[src/rtl/inst_fetch_pkg.sv]
// rtl/inst_fetch_pkg.sv - shared types and constants for the instruction fetch controller
package inst_fetch_pkg;

    typedef enum logic [1:0] {
        ST_IDLE  = 2'd0,
        ST_FETCH = 2'd1,
        ST_DRAIN = 2'd2,
        ST_DONE  = 2'd3
    } fetch_state_t;

    localparam int          OPCODE_W_DEF   = 4;
    localparam int          DATA_W_DEF     = 32;
    localparam logic [3:0]  END_OPCODE_DEF = 4'hF;

    // Opcode lives in the top bits of the instruction word.
    function automatic logic [OPCODE_W_DEF-1:0] get_opcode(input logic [DATA_W_DEF-1:0] inst);
        return inst[DATA_W_DEF-1 -: OPCODE_W_DEF];
    endfunction

endpackage

[src/rtl/inst_fetch_ctrl_fifo.sv]
// rtl/inst_fetch_ctrl_fifo.sv - 2-entry skid FIFO carrying {addr, data} to the decoder
module fetch_skid_fifo #(
    parameter int W = 43
) (
    input  logic         clk,
    input  logic         reset,
    input  logic         push_i,
    input  logic [W-1:0] push_data_i,
    input  logic         pop_i,
    input  logic         flush_i,
    output logic [W-1:0] head_o,
    output logic [1:0]   count_o,
    output logic         empty_o,
    output logic         full_o
);

    logic [W-1:0] mem_q [2];
    logic         wr_ptr_q;
    logic         rd_ptr_q;
    logic [1:0]   count_q;

    // Pointers and occupancy; flush behaves like reset for the control state.
    always_ff @(posedge clk) begin
        if (reset || flush_i) begin
            wr_ptr_q <= 1'b0;
            rd_ptr_q <= 1'b0;
            count_q  <= 2'd0;
        end else begin
            if (push_i) wr_ptr_q <= ~wr_ptr_q;
            if (pop_i)  rd_ptr_q <= ~rd_ptr_q;
            count_q <= count_q + {1'b0, push_i} - {1'b0, pop_i};
        end
    end

    // Payload storage needs no reset; occupancy qualifies it.
    always_ff @(posedge clk) begin
        if (push_i) mem_q[wr_ptr_q] <= push_data_i;
    end

    assign head_o  = mem_q[rd_ptr_q];
    assign count_o = count_q;
    assign empty_o = (count_q == 2'd0);
    assign full_o  = (count_q == 2'd2);

endmodule

[src/rtl/inst_fetch_ctrl.sv]
// rtl/inst_fetch_ctrl.sv - sequences imem port-B reads and streams instructions to the decoder
module inst_fetch_ctrl
    import inst_fetch_pkg::*;
#(
    parameter int                    DATA_WIDTH = 32,
    parameter int                    ADDR_WIDTH = 11,
    parameter int                    OPCODE_W   = OPCODE_W_DEF,
    parameter logic [OPCODE_W-1:0]   END_OPCODE = END_OPCODE_DEF
) (
    input  logic                  clk,
    input  logic                  reset,
    input  logic                  start,
    input  logic [ADDR_WIDTH-1:0] base_addr,
    input  logic [ADDR_WIDTH:0]   inst_count,
    input  logic                  stop,
    output logic                  busy,
    output logic                  done,
    output logic                  imem_read_req,
    output logic [ADDR_WIDTH-1:0] imem_read_addr,
    input  logic [DATA_WIDTH-1:0] imem_read_data,
    output logic                  inst_valid,
    input  logic                  inst_ready,
    output logic [DATA_WIDTH-1:0] inst_data,
    output logic [ADDR_WIDTH-1:0] inst_addr
);

    localparam int CW = ADDR_WIDTH + 1;
    localparam int FW = ADDR_WIDTH + DATA_WIDTH;

    fetch_state_t state_q, state_d;

    logic [ADDR_WIDTH-1:0] fetch_addr_q, fetch_addr_d;
    logic [CW-1:0]         issued_q, issued_d;
    logic [CW-1:0]         delivered_q, delivered_d;
    logic [CW-1:0]         count_q, count_d;
    logic                  end_seen_q, end_seen_d;
    logic                  pending_q, pending_d;
    logic                  discard_q, discard_d;
    logic [ADDR_WIDTH-1:0] pend_addr_q, pend_addr_d;

    logic          fifo_empty_w, fifo_full_w;
    logic [1:0]    fifo_count_w;
    logic [FW-1:0] fifo_head_w;
    logic [2:0]    fill_w;
    logic          in_run_w, abort_w, pop_w, req_w, push_w, push_end_w;
    logic          head_end_w, last_issue_w, complete_w, start_go_w;

    assign in_run_w   = (state_q == ST_FETCH) || (state_q == ST_DRAIN);
    assign abort_w    = stop && in_run_w;
    assign pop_w      = !fifo_empty_w && inst_ready;
    // Words buffered plus the read in flight, after this cycle's pop.
    assign fill_w     = {1'b0, fifo_count_w} + {2'b00, pending_q} - {2'b00, pop_w};
    assign req_w      = (state_q == ST_FETCH) && (fill_w < 3'd2) && !stop && !end_seen_q;
    assign push_w     = pending_q && !discard_q && !abort_w && (!fifo_full_w || pop_w);
    assign push_end_w = push_w && (imem_read_data[DATA_WIDTH-1 -: OPCODE_W] == END_OPCODE);
    assign head_end_w = (fifo_head_w[DATA_WIDTH-1 -: OPCODE_W] == END_OPCODE);
    assign last_issue_w = req_w && ((issued_q + CW'(1)) == count_q);
    assign complete_w = pop_w && (((delivered_q + CW'(1)) == count_q) || head_end_w);
    assign start_go_w = (state_q == ST_IDLE) && start && (inst_count != '0);

    fetch_skid_fifo #(.W(FW)) u_fifo (
        .clk         (clk),
        .reset       (reset),
        .push_i      (push_w),
        .push_data_i ({pend_addr_q, imem_read_data}),
        .pop_i       (pop_w),
        .flush_i     (abort_w),
        .head_o      (fifo_head_w),
        .count_o     (fifo_count_w),
        .empty_o     (fifo_empty_w),
        .full_o      (fifo_full_w)
    );

    // FSM state register.
    always_ff @(posedge clk) begin
        if (reset) state_q <= ST_IDLE;
        else       state_q <= state_d;
    end

    // FSM next state; abort outranks completion.
    always_comb begin
        state_d = state_q;
        unique case (state_q)
            ST_IDLE: begin
                if (start) state_d = (inst_count == '0) ? ST_DONE : ST_FETCH;
            end
            ST_FETCH: begin
                if (abort_w)           state_d = ST_IDLE;
                else if (complete_w)   state_d = ST_DONE;
                else if (last_issue_w) state_d = ST_DRAIN;
            end
            ST_DRAIN: begin
                if (abort_w)         state_d = ST_IDLE;
                else if (complete_w) state_d = ST_DONE;
            end
            ST_DONE: state_d = ST_IDLE;
            default: state_d = ST_IDLE;
        endcase
    end

    // FSM and stream outputs.
    always_comb begin
        busy           = (state_q != ST_IDLE);
        done           = (state_q == ST_DONE);
        imem_read_req  = req_w;
        imem_read_addr = fetch_addr_q;
        inst_valid     = !fifo_empty_w;
        inst_addr      = fifo_head_w[FW-1 -: ADDR_WIDTH];
        inst_data      = fifo_head_w[DATA_WIDTH-1:0];
    end

    // Datapath next state: program load, issue/deliver counters, END tracking.
    always_comb begin
        fetch_addr_d = fetch_addr_q;
        issued_d     = issued_q;
        delivered_d  = delivered_q;
        count_d      = count_q;
        end_seen_d   = end_seen_q;
        if (start_go_w) begin
            fetch_addr_d = base_addr;
            issued_d     = '0;
            delivered_d  = '0;
            count_d      = inst_count;
            end_seen_d   = 1'b0;
        end else begin
            if (req_w) begin
                fetch_addr_d = fetch_addr_q + ADDR_WIDTH'(1);
                issued_d     = issued_q + CW'(1);
            end
            if (pop_w && !abort_w) delivered_d = delivered_q + CW'(1);
            if (push_end_w)        end_seen_d  = 1'b1;
        end
        pending_d   = req_w;
        pend_addr_d = req_w ? fetch_addr_q : pend_addr_q;
        // A read issued while END is being captured returns a word past the program end.
        discard_d   = req_w && push_end_w;
    end

    // Datapath registers.
    always_ff @(posedge clk) begin
        if (reset) begin
            fetch_addr_q <= '0;
            issued_q     <= '0;
            delivered_q  <= '0;
            count_q      <= '0;
            end_seen_q   <= 1'b0;
            pending_q    <= 1'b0;
            discard_q    <= 1'b0;
            pend_addr_q  <= '0;
        end else begin
            fetch_addr_q <= fetch_addr_d;
            issued_q     <= issued_d;
            delivered_q  <= delivered_d;
            count_q      <= count_d;
            end_seen_q   <= end_seen_d;
            pending_q    <= pending_d;
            discard_q    <= discard_d;
            pend_addr_q  <= pend_addr_d;
        end
    end

endmodule

[config.mk]
export PLATFORM = sky130hd
export DESIGN_NAME = inst_fetch_ctrl
export DESIGN_NICKNAME = d
export VERILOG_FILES = /design/src/rtl/inst_fetch_pkg.sv /design/src/rtl/inst_fetch_ctrl_fifo.sv /design/src/rtl/inst_fetch_ctrl.sv
export SDC_FILE = /design/constraint.sdc
export NUM_CORES = 1
export LEC_CHECK = 0
export BUFFER_PORTS_ARGS = -buffer_cell sky130_fd_sc_hd__buf_2
export CORE_MARGIN = 2
export CORE_UTILIZATION = 30
export CTS_CLUSTER_DIAMETER = 80
export DETAILED_ROUTE_END_ITERATION = 7
export PLACE_DENSITY = 0.6
export RECOVER_POWER = 100
export SKIP_CTS_REPAIR_TIMING = 1
export SYNTH_ARGS = -nofsm -noshare
export SYNTH_HDL_FRONTEND = slang
export SYNTH_SLANG_ARGS = --single-unit
[constraint.sdc]
create_clock -name clk -period 3.05 [get_ports clk]
set_input_delay 0.305 -clock clk [delete_from_list [all_inputs] [get_ports clk]]
set_output_delay 0.305 -clock clk [all_outputs]
set_load 0.005 [all_outputs]
=== Word-level counts from Yosys, hierarchy flattened ===
Memories as Yosys holds them, arrays and structs flattened. A register that Yosys moved wholly into a read port is not among the register bits.
Index checks and enable logic that the tools add are counted.

* Bits in registers: 67
* RAM bits: 86
* Bits of input ports: 60
* Output and inout port bits: 58
* Word-level logic and storage cells: 81
* Memories kept: 1

* $add $sub $neg: 7
* Magnitude comparators: 1
* Eq/ne operators: 11
* Multiplexer cells: 14
* Bitwise operators: 2
* Reductions and logical operators: 33

{| class="wikitable"
|+ Memories
! memory !! words !! width !! rd ports !! clocked after Yosys merged registers in !! write ports !! RTL line !! RTL
|-
| u_fifo.mem_q || 2 || 43 || 1 || 1 || 1 || inst_fetch_ctrl_fifo.sv:17 || <nowiki>logic [W-1:0] mem_q [2];</nowiki>
|}

{| class="wikitable"
|+ Operators by type and width
! cell !! count
|-
| 12-bit by 1-bit adder with 12-bit output (second input constant) || 2
|-
| 12-bit equality test || 2
|-
| 11-bit 2-to-1 mux || 2
|-
| 1-bit logical AND || 15
|-
| 2-bit 2-to-1 mux || 7
|-
| 12-bit logical NOT || 1
|-
| 12-bit nonzero test || 1
|-
| 11-bit by 1-bit adder with 11-bit output (second input constant) || 1
|-
| 4-bit equality test (second input constant) || 2
|-
| 2-bit one-hot mux with 4 select lines || 1
|-
| 2-bit equality test (second input constant) || 3
|-
| 1-bit logical NOT || 6
|-
| 2-bit logical NOT || 2
|-
| 1-bit logical OR || 4
|-
| 1-bit 2-to-1 mux || 4
|-
| 4-bit != test (second input constant) || 1
|-
| 2-bit nonzero test || 2
|-
| 2-bit by 1-bit adder with 3-bit output || 1
|-
| 3-bit by 2-bit < comparator with 1-bit output (second input constant) || 1
|-
| 3-bit != test (second input constant) || 1
|-
| 3-bit AND reduction || 1
|-
| 3-bit by 1-bit subtractor with 3-bit output || 1
|-
| 2-bit by 1-bit adder with 2-bit output || 1
|-
| 2-bit by 1-bit equality test with 1-bit output (second input constant) || 1
|-
| 4 further kinds || 5
|}

=== Depth between registers and ports, before layout ===
Gate-level depths: netlist of the first run.

* Depth after elaboration: 13
* Gate-level depth with buffers: 13
* Depth with buffers taken out: 13

=== By module ===
Synthesis of the first run repeated with hierarchy kept, for this count alone.

* Cells, all modules: 586
* Area total of the unflattened synthesis: 7005.5 um2

{| class="wikitable"
|+ By module, submodules not included
! module !! instances !! cells each !! area each (um2) !! sequential area each (um2)
|-
| fetch_skid_fifo || 1 || 155 || 3535.9 || 2682.6
|-
| inst_fetch_ctrl || 1 || 431 || 3469.6 || 1261.2
|}

=== Worst setup path before layout of the first run ===
OpenSTA, ideal clock, no wires.

* Path kind: register -> register
* Start: reg state_q[0]
* End: mem u_fifo.mem_q[0][0] (enable)
* Library setup time: 0.444 ns
* Arrival time: 2.939 ns
* Required time: 2.606 ns
* Path slack: -0.332 ns
* Cell stages (with the launch flop): 6
* Buffers on the path: 0
* Clock period less this slack: 3.382 ns
* Cells stage by stage: dfxtp_1 > inv_1 > ha_1 > nand2_1 > o311ai_1 > nor2_1

* Word-level cells in the longest chain between the ends: 8
* Elaborated cells between the ends (all ways): 9
* Classes of those cells: eq/ne: 2; mux: 2; reduce/logical: 5

{| class="wikitable"
|+ Ends and longest elaborated chain
! what !! RTL line !! RTL
|-
| start, declared || inst_fetch_ctrl.sv:30 || <nowiki>fetch_state_t state_q, state_d;</nowiki>
|-
| start signal, assigned || inst_fetch_ctrl.sv:77 || <nowiki>else state_q <= state_d;</nowiki>
|-
| 2-bit by 1-bit equality test with 1-bit output / 2-bit equality test (equally long branches) || inst_fetch_ctrl.sv:48 || <nowiki>assign in_run_w = (state_q == ST_FETCH) || (state_q == ST_DRAIN);</nowiki>
|-
| 1-bit logical OR (*) || inst_fetch_ctrl.sv:48 ||
|-
| 1-bit logical AND (*) || inst_fetch_ctrl.sv:49 || <nowiki>assign abort_w = stop && in_run_w;</nowiki>
|-
| 1-bit logical NOT (*) || inst_fetch_ctrl.sv:54 || <nowiki>assign push_w = pending_q && !discard_q && !abort_w && (!fifo_full_w || pop_w);</nowiki>
|-
| 1-bit logical AND (*) (2 in series) || inst_fetch_ctrl.sv:54 ||
|-
| 1-bit 2-to-1 mux (*) || inst_fetch_ctrl_fifo.sv:37 || <nowiki>if (push_i) mem_q[wr_ptr_q] <= push_data_i;</nowiki>
|-
| 1-bit 2-to-1 mux (not written as such) (*) || inst_fetch_ctrl_fifo.sv:37 ||
|-
| end, declared || inst_fetch_ctrl_fifo.sv:17 ||
|}

Mark *: on every way between the ends. The rest lies on a longest branch, timed or not.

=== Worst setup path in the final report of the first run ===
* Start: reg u_fifo.count_q[0] (netlist: u_fifo.count_o[0])
* End: reg state_q[0]

* Word-level cells in the longest chain between the ends: 11
* Elaborated cells between the ends (all ways): 17
* Classes of those cells: add/sub: 2; order compare: 1; eq/ne: 2; mux: 3; reduce/logical: 9

{| class="wikitable"
|+ Ends and longest elaborated chain
! what !! RTL line !! RTL
|-
| start, declared || inst_fetch_ctrl_fifo.sv:20 || <nowiki>logic [1:0] count_q;</nowiki>
|-
| start signal, assigned || inst_fetch_ctrl_fifo.sv:31 || <nowiki>count_q <= count_q + {1'b0, push_i} - {1'b0, pop_i};</nowiki>
|-
| parallel branches: the longest is 11 deep, another holds 2-bit by 1-bit adder with 3-bit output || n/a ||
|}

Parallel ways; which one is timed is not known.
A chain may end at the register's enable or synchronous reset.

==> results of run 1 <==
==> worst max-delay path by stage <==
stage / startpoint / endpoint / cells after the start / slack (ns)
finish: u_fifo.count_o[0]$_SDFF_PP0_ / state_q[0]$_SDFFE_PP0P_ / 12 / 0.16
global route: u_fifo.count_o[0]$_SDFF_PP0_ / state_q[0]$_SDFFE_PP0P_ / 13 / -0.005
CTS: u_fifo.count_o[0]$_SDFF_PP0_ / state_q[0]$_SDFFE_PP0P_ / 12 / 0.07
detailed placement: inst_ready / state_q[0]$_SDFFE_PP0P_ / 12 / 0.04
global placement: inst_ready / state_q[0]$_SDFFE_PP0P_ / 12 / 0.09
floorplan: state_q[0]$_SDFFE_PP0P_ / u_fifo.mem_q[0][0]$_DFFE_PP_ / 5 / -0.33
==> routing by layer <==
metal,vias to the layer above,global-route usage
met5,-,0
met4,0,0.0345
met3,16,0.0390
met2,128,0.214
met1,2357,0.168
li1,2434,-
==> placed cells by master, fill, tap and decap left out, types with 3 or more instances in the layout <==
cell | Yosys | final
nand3_1 | 18 | 17
buf_4 | 2 | 6
xnor2_1 | 30 | 29
nor2_1 | 52 | 50
clkbuf_1 | 24 | 63
inv_1 | 15 | 14
and3_1 | 9 | 9
nor4_1 | 5 | 5
nand2b_1 | 3 | 3
or2_2 | 4 | 4
buf_2 | 1 | 61
xor2_1 | 24 | 24
inv_6 | 0 | 4
a31oi_1 | 3 | 3
nor2b_1 | 4 | 4
mux2_2 | 45 | 42
clkbuf_16 | 0 | 17
mux2i_1 | 4 | 4
or3_1 | 4 | 4
a21boi_0 | 3 | 3
o31ai_1 | 3 | 3
o21ai_0 | 13 | 12
edfxtp_1 | 86 | 86
clkinv_4 | 0 | 3
dfxtp_1 | 68 | 67
nand4_1 | 9 | 9
o311ai_0 | 2 | 3
mux2_1 | 0 | 3
a211oi_1 | 10 | 10
nand2_1 | 82 | 82
a21oi_1 | 35 | 35
nand3b_1 | 4 | 4
ha_1 | 10 | 10
nor3_1 | 8 | 8
clkbuf_2 | 1 | 5
==> flip-flops by register name (all words and copies together) (netlist names), named ones only <==
name and cells:
count_q 12, delivered_q 12, discard_q 1, end_seen_q 1, imem_read_addr 11, issued_q 12
pend_addr_q 11, pending_q 1, state_q 2, u_fifo.count_o 2, u_fifo.mem_q 86, u_fifo.rd_ptr_q 1
u_fifo.wr_ptr_q 1
==> where the power goes <==
part | internal [mW] | switching, mW
combinational | 0.373 | 0.515
sequential | 2.35 | 0.148
clock | 1.18 | 0.863
==> through the flow <==
stage	setup WS (ns)	setup TNS (ns)	util	std cells
final	0.157	0	0.368	1035
after global routing	-0.00457	-0.00457	0.368	1035
after detailed placement	0.0431	0	0.349	1003
after global placement	0.0860	0	0.349	1003
after floorplan	-0.332	-28.59	-	615
after CTS	0.0663	0	0.375	1035
==> final cells by class <==
| class | instances | area share |
|---|---|---|
| clock inverter | 11 | 0.0132 |
| timing repair buffer | 135 | 0.0760 |
| multi-input combinational | 413 | 0.330 |
| clock buffer | 21 | 0.0554 |
| inverter | 16 | 0.00723 |
| sequential | 154 | 0.475 |
| tap | 285 | 0.0429 |
==> logic make-up (layout without fill, tap and decap cells) <==
kind of cell,Yosys count,count (layout)
multiplexers,49,49
flip-flops,154,154
adder cells (fa/ha/maj),11,11
AO/OA/AOI/OAI,81,81
XOR/XNOR,54,54
buffers and inverters,48,183
AND/OR/NAND/NOR,218,218
==> impl_metrics.py, run 1 <==
metrics = {
    "clock_tree": {
        "cts_buffer_depth": 2,
        "clock-root-buffer": "clkbuf_16",
        "clkLatencyLatePin_ns": 0.42,
        "numCtsBuffers": 17,
        "h-tree-depth": 4,
        "cts_tree": "yes",
        "clk_pin_slew_worst_paths_ns": 0.07,
        "clock-sinks": 154,
    },
    "global_route": {
        "gr-usage-all-layers": 0.130,
        "antenna_found_initial": 0,
        "grt_max_degree": 37,
        "grt_pass1_vias": 4818,
        "grt_pass1_wl_um": 24900,
        "gr-total-overflow": 0,
    },
    "critical_path": {
        "critical_path_class": "reg2reg",
        "cp_data_required_time_ns": 3.39,
        "start_kind": "register",
        "cp_slowest_cell": "fa_2",
        "path_cells": "inv_2, nand3_2, clkbuf_4, inv_1, fa_2, nand4_1, clkinv_1, nand4_1, or4_1, or4_4, a32oi_2, mux2i_1",
        "cp_common_cell": "nand4_1",
        "crit_buf_inv": 4,
        "reg2reg_to": "state_q[0]$_SDFFE_PP0P_",
        "path_max_fanout": 3,
        "critPathCaptureType": "register",
        "worstReg2RegStart": "u_fifo.count_o[0]$_SDFF_PP0_",
        "r2r_cells": 12,
        "crit_family": "simple AND/OR/NAND/NOR gates",
        "worst_path_largest_cell_delay_ns": 0.52,
        "rrSetupSlack_ns": 0.16,
        "arrival_ns": 3.24,
    },
    "synth": {
        "muxShareOfSynthArea": 0.0797,
        "ys_async_sr_fraction": 0,
        "synth_flop_cell": "edfxtp_1",
        "synth_fa_ha_area_frac": 0.0211,
        "yosysUniqueCellTypes": 56,
        "synth_warnings": 0,
        "yosys-top-cells-area": "edfxtp_1 (38%), dfxtp_1 (20%), mux2_2 (7.4%), nand2_1 (4.5%), xnor2_1 (3.8%)",
        "synth-seq-cells": 154,
        "avgSynthCellArea_um2": 11.2,
        "synth_edf_count": 86,
        "yosysMostFrequentCell": "edfxtp_1",
        "synth_simple_gate_area_share": 0.153,
        "ys_top_cells_by_count": "edfxtp_1 (86), nand2_1 (82), dfxtp_1 (68)",
        "synth.yosys.seq_area_share": 0.575,
        "synth_compound_area_frac": 0.0735,
        "synth_top_area_frac": 0.376,
        "syn-num-nets": 686,
        "synth_xor_area_frac": 0.0689,
        "postSynthCellCount": 615,
        "synth_top_area_cell": "edfxtp_1",
        "synth_area_um2": 6860,
        "synth_top_family_by_area": "simple AND/OR/NAND/NOR gates",
    },
    "timing": {
        "finalHoldViolations": 0,
        "fin_crit_sh": 0.949,
        "setup-violations-final": 0,
        "finClkSkew_ns": 0.0109,
        "whs_ns": 0.0710,
        "slew_headroom": 0.451,
        "slew_violations": 0,
        "min_period_ns": 2.89,
        "max_freq_mhz": 346,
        "worst_slew_pin_slew_ns": 0.823,
    },
    "floorplanning": {
        "dieArea_um2": 24100,
        "core_um2": 22600,
        "die_h_um": 155,
        "num_io_pins": 118,
        "floorplan.rows": 55,
        "fp.dieW_um": 155,
        "initial_core_util": 0.304,
    },
    "finish": {
        "drive_above_1_share": 0.220,
        "multi_input_area_um2": 2750,
        "fin_area_um2": 8310,
        "regArea_um2": 3950,
        "nets": 808,
        "diodes": 0,
        "n_fill_cell": 2272,
        "area_growth_syn_to_layout_pct": 21.1,
    },
    "place": {
        "place_hpwl_um": 11300,
        "placed_area_um2": 7880,
        "io_buffers": 117,
        "place.gp.congestion": 0.823,
    },
    "hold_path": {
        "min_to": "u_fifo.mem_q[1][18]$_DFFE_PP_",
        "hold_depth": 1,
        "hold_start": "imem_read_data[18]",
        "hp-class": "in2reg",
    },
    "routing": {
        "drc": 0,
        "drt_iter0_drc": 272,
        "wl_met2_um": 7140,
        "vias": 4935,
        "route.antenna.remaining_nets": 0,
        "viasPerCell": 4.77,
        "post_drt_wl_per_cell_um": 15.2,
        "dr.pass1.iters": 4,
        "wl_met3_um": 877,
        "routed_wl_um": 15700,
        "wl_met1_um": 7500,
        "highest_layer": "met4",
    },
    "run": {
        "drv_cap": 0,
    },
    "power_and_ir_drop": {
        "finalPower_mw": 5.42,
        "vdd_drop_max_mv": 0.356,
        "p_per_area_nw_per_um2": 653,
        "p_leak_nw": 2.97,
    },
    "status": {
        "status": "finished, final reports clean",
    },
}
No activity file was read; power rests on OpenSTA's default activity.
==> run 2: changes to the inputs <==
CORE_MARGIN = 3   (was 2)
==> run 2 against run 1 <==
Net effect: cell count is 0.68% lower; sequential share of layout area is 0.16 points lower; via count is 2.0% lower; cell area is 0.30% higher; clock power is 5% higher; flip-flop and latch count stayed put; power is 1.8% higher; global-route usage is 0.50 points lower; largest cell class unchanged.
==> impl_metrics.py, run 2 (synthesis gave the netlist of run 1 again) <==
metrics = {
    "finish": {
        "final_common_cell": "edfxtp_1",
        "multi_input_area_um2": 2760,
        "regMostFlops": "u_fifo.mem_q",
        "instances_no_fill": 1028,
        "regArea_um2": 3940,
        "fin_area_um2": 8340,
        "diodes": 0,
        "nets": 806,
        "n_fill_cell": 2215,
        "area_growth_syn_to_layout_pct": 21.4,
        "drive_above_1_share": 0.222,
        "final_cell_mix": "edfxtp_1 (86), nand2_1 (82), dfxtp_1 (68)",
        "largest_reg_flops": 86,
    },
    "routing": {
        "route.antenna.remaining_nets": 0,
        "post_drt_wl_per_cell_um": 15.2,
        "routed_wl_um": 15600,
        "drt_iter0_drc": 237,
        "viasPerCell": 4.71,
        "dr.pass1.iters": 4,
        "vias": 4837,
        "drc": 0,
    },
    "clock_tree": {
        "clk_pin_slew_worst_paths_ns": 0.07,
        "cts_tree": "yes",
        "h-tree-depth": 4,
        "clkLatencyLatePin_ns": 0.42,
        "cts_buffer_depth": 2,
        "clock-sinks": 154,
        "numCtsBuffers": 17,
        "clock-root-buffer": "clkbuf_16",
    },
    "critical_path": {
        "start_kind": "register",
        "arrival_ns": 3.30,
        "cp_data_required_time_ns": 3.40,
        "path_max_fanout": 2,
        "critical_path_class": "reg2reg",
        "critPathCaptureType": "register",
    },
    "timing": {
        "finClkSkew_ns": 0.0117,
        "finalHoldViolations": 0,
        "fin_crit_sh": 0.968,
        "fin_setup_tns_ns": 0,
        "setup-violations-final": 0,
        "worst_slew_pin_slew_ns": 1.20,
        "min_period_ns": 2.95,
        "max_freq_mhz": 339,
        "slew_violations": 0,
        "slew_headroom": 0.201,
    },
    "power_and_ir_drop": {
        "power.internal_mw": 3.94,
        "p_seq_frac": 0.452,
        "p_sw_frac": 0.286,
        "p_per_area_nw_per_um2": 662,
        "combPwrFrac": 0.161,
        "p_switching_mw": 1.58,
        "finalPower_mw": 5.52,
        "clkPwrFrac": 0.387,
        "vdd_drop_max_mv": 0.287,
        "p_leak_nw": 2.98,
    },
    "status": {
        "status": "finished, final reports clean",
    },
    "global_route": {
        "grt_pass1_wl_um": 24400,
        "grt_max_degree": 44,
        "grt_pass1_vias": 4685,
        "gr-total-overflow": 0,
        "gr-usage-all-layers": 0.125,
        "antenna_found_initial": 0,
    },
    "place": {
        "placed_area_um2": 7820,
        "place.gp.congestion": 0.825,
        "io_buffers": 117,
        "place_inst": 995,
        "place_hpwl_um": 11100,
    },
    "floorplanning": {
        "floorplan.rows": 54,
        "initial_core_util": 0.310,
        "die_h_um": 157,
        "core_um2": 22200,
        "fp.dieW_um": 157,
        "num_io_pins": 118,
        "dieArea_um2": 24700,
    },
    "run": {
        "drv_cap": 0,
    },
    "hold_path": {
        "hp-class": "in2reg",
    },
}
## run 2: cell count changes in the layout (fill, tap and decap cells not counted), sizes merged
cell / change
clkinv: -2
clkinvlp: -1
inv: +5
buf: +4
clkbuf: -8
## run 2: cell type report
| class | instances | share of cell area |
|---|---|---|
| Sequential cell | 154 | 0.473 |
| Clock inverter | 13 | 0.0170 |
| Timing Repair Buffer | 133 | 0.0736 |
| Multi-Input combinational cell | 413 | 0.331 |
| Clock buffer | 19 | 0.0557 |
| Inverter | 16 | 0.00721 |
| Tap cell | 280 | 0.0420 |
## run 2: metal layers
metal	share of wire	vias to the layer above	global-route usage
li1	-	2424	-
met1	0.47	2275	0.164
met2	0.46	130	0.203
met3	0.063	8	0.0393
met4	0.0061	0	0.0298
met5	0	-	0
## run 2: power by group through the flow
stage	Sequential (mW)	Combinational, mW	Clock, mW
after floorplan	2.49	0.579	0
after global placement	2.54	0.910	0
after detailed placement	2.54	0.916	0
after CTS	2.49	0.922	2.18
after global routing	2.52	1.00	2.28
final	2.50	0.891	2.14
## run 2: final timing paths
path | from | endpoint | slack (ns) | depth (start not counted)
worst min register to register | pend_addr_q[3]$_SDFFE_PP0P_ | u_fifo.mem_q[0][35]$_DFFE_PP_ | 0.45 | 0
worst max register to register | u_fifo.count_o[0]$_SDFF_PP0_ | state_q[1]$_SDFFE_PP0P_ | 0.1 | 11
worst max-delay path | u_fifo.count_o[0]$_SDFF_PP0_ | state_q[1]$_SDFFE_PP0P_ | 0.1 | 11
worst min-delay path | imem_read_data[19] | u_fifo.mem_q[0][19]$_DFFE_PP_ | 0.07 | 1
## run 2: worst max-delay path, cell delays in order, from the launching register on
cell and delay (ns):
dfxtp_1 0.34, inv_2 0.05, o21ai_2 0.17, nand2_1 0.10, fa_2 0.53, nand4_1 0.13
clkinv_1 0.09, nand4_1 0.08, or4_1 0.48, or4_4 0.44, a32oi_4 0.28, mux2i_1 0.20
## run 2: metrics by stage
stage,worst slack (ns),hold slack [ns],util
finish,0.0971,0.0693,0.376
global route,-0.0306,0.0451,0.376
CTS,0.0121,0.0501,0.380
detailed placement,0.0282,0.437,0.353
global placement,0.0894,0.434,0.353
floorplan,-0.332,0.404,-
==> run 3: changes to the inputs <==
HOLD_SLACK_MARGIN = 0.06   (was unset)
SETUP_SLACK_MARGIN = 0.3   (was unset)
==> run 3 against run 2 <==
Net effect: the run now ends with max-capacitance violations, max-slew violations left; core utilization up 0.51 points; die area unchanged; hold slack better by 0.0063 ns; combinational power up 1%; fmax up 4.1%.
==> impl_metrics.py, run 3 (synthesis gave the netlist of run 1 again) <==
metrics = {
    "timing": {
        "whs_ns": 0.0756,
        "setup-violations-final": 0,
        "worst_slew_pin_slew_ns": 1.72,
        "finalHoldViolations": 0,
        "max_freq_mhz": 352,
        "slew_headroom": -0.163,
        "rsz0062_at_grt": "yes",
        "fin_crit_sh": 0.930,
        "slew_violations": 7,
        "fin_setup_tns_ns": 0,
        "finClkSkew_ns": 0.00992,
        "min_period_ns": 2.84,
    },
    "critical_path": {
        "cp_slowest_cell": "fa_2",
        "path_cells": "inv_4, o21ai_4, nand2_2, fa_2, nand4_1, clkinv_2, nand4_1, or4_1, or4_4, a32oi_4, mux2i_1",
        "arrival_ns": 3.18,
        "cp_common_cell": "nand4_1",
        "crit_family": "simple AND/OR/NAND/NOR gates",
        "worst_path_largest_cell_delay_ns": 0.52,
        "crit_buf_inv": 2,
        "path_depth": 11,
        "start_kind": "register",
        "path_max_fanout": 2,
        "critical_path_class": "reg2reg",
        "critPathCaptureType": "register",
        "r2r_cells": 11,
        "cp_data_required_time_ns": 3.40,
    },
    "global_route": {
        "gr-usage-all-layers": 0.123,
        "gr-total-overflow": 0,
        "antenna_found_initial": 0,
        "grt_max_degree": 44,
        "grt_pass1_vias": 4617,
        "grt_pass1_wl_um": 23900,
    },
    "clock_tree": {
        "clkLatencyLatePin_ns": 0.42,
        "clock-root-buffer": "clkbuf_16",
        "clk_pin_slew_worst_paths_ns": 0.07,
        "numCtsBuffers": 17,
        "h-tree-depth": 4,
        "cts_buffer_depth": 2,
        "clock-sinks": 154,
        "cts_tree": "yes",
    },
    "routing": {
        "drt_iter0_drc": 296,
        "dr.pass1.iters": 5,
        "route.antenna.remaining_nets": 0,
        "post_drt_wl_per_cell_um": 15.1,
        "vias": 4940,
        "drc": 0,
        "viasPerCell": 4.76,
        "routed_wl_um": 15700,
    },
    "floorplanning": {
        "num_io_pins": 118,
        "dieArea_um2": 24700,
        "initial_core_util": 0.310,
        "floorplan.rows": 54,
        "die_h_um": 157,
        "fp.dieW_um": 157,
        "core_um2": 22200,
    },
    "place": {
        "place_inst": 991,
        "place_hpwl_um": 11000,
        "place.gp.congestion": 0.831,
        "io_buffers": 117,
    },
    "finish": {
        "final_common_cell": "edfxtp_1",
        "fin_util": 0.381,
        "regMostFlops": "u_fifo.mem_q",
        "largest_reg_flops": 86,
        "nets": 815,
        "diodes": 0,
        "final_cell_mix": "edfxtp_1 (86), nand2_1 (81), dfxtp_1 (67)",
        "area_growth_syn_to_layout_pct": 23.1,
        "drive_above_1_share": 0.215,
        "instances_no_fill": 1037,
    },
    "power_and_ir_drop": {
        "vdd_drop_max_mv": 0.332,
        "p_leak_nw": 3.01,
        "finalPower_mw": 5.47,
        "p_per_area_nw_per_um2": 647,
    },
    "status": {
        "violations": "max-capacitance violations, max-slew violations",
        "status": "finished with violations",
    },
    "run": {
        "drv_cap": 2,
    },
    "hold_path": {
        "hold_depth": 1,
        "hp-class": "in2reg",
    },
}
## run 3: per-layer routing
layer / global-route usage / vias up / routed length (µm) / share of wire
met2: 0.195 / 137 / 7040 / 0.45
met5: 0 / - / 0 / 0
li1: - / 2447 / - / -
met1: 0.165 / 2346 / 7610 / 0.48
met3: 0.0407 / 10 / 929 / 0.059
met4: 0.0273 / 0 / 125 / 0.0080
## run 3: metrics by stage
| step | setup WS, ns | area, µm² |
|---|---|---|
| 2_1_floorplan | -0.332 | 6890 |
| 3_3_place_gp | 0.127 | 7810 |
| 3_5_place_dp | 0.109 | 7810 |
| 4_1_cts | 0.151 | 8400 |
| 5_1_grt | 0.0445 | 8450 |
| 6_report | 0.213 | 8450 |
## run 3: power by group
part           switching [mW]  internal (mW)
Combinational           0.528          0.374
Sequential              0.147           2.34
Clock                   0.888           1.19
## run 3: final timing paths
path / startpoint / endpoint / slack, ns
setup / recovery: u_fifo.count_o[0]$_SDFF_PP0_ / state_q[0]$_SDFFE_PP0P_ / 0.21
hold / removal: imem_read_data[26] / u_fifo.mem_q[0][26]$_DFFE_PP_ / 0.08
setup reg to reg: u_fifo.count_o[0]$_SDFF_PP0_ / state_q[0]$_SDFFE_PP0P_ / 0.21
hold reg to reg: pend_addr_q[9]$_SDFFE_PP0P_ / u_fifo.mem_q[0][41]$_DFFE_PP_ / 0.46
## run 3: layout make-up
cell class	count	area, µm²
Multi-Input combinational cell	413	2780
Fill cell	2246	13700
Inverter	16	63.8
Clock inverter	11	98.8
Clock buffer	21	493
Timing Repair Buffer	142	716
Tap cell	280	350
Sequential cell	154	3950
## run 3: worst register-to-register path: stages (launching register included)
cell and delay (ns):
dfxtp_1 0.37, inv_4 0.06, o21ai_4 0.16, nand2_2 0.07
fa_2 0.52, nand4_1 0.13, clkinv_2 0.08, nand4_1 0.06
or4_1 0.46, or4_4 0.44, a32oi_4 0.21, mux2i_1 0.20
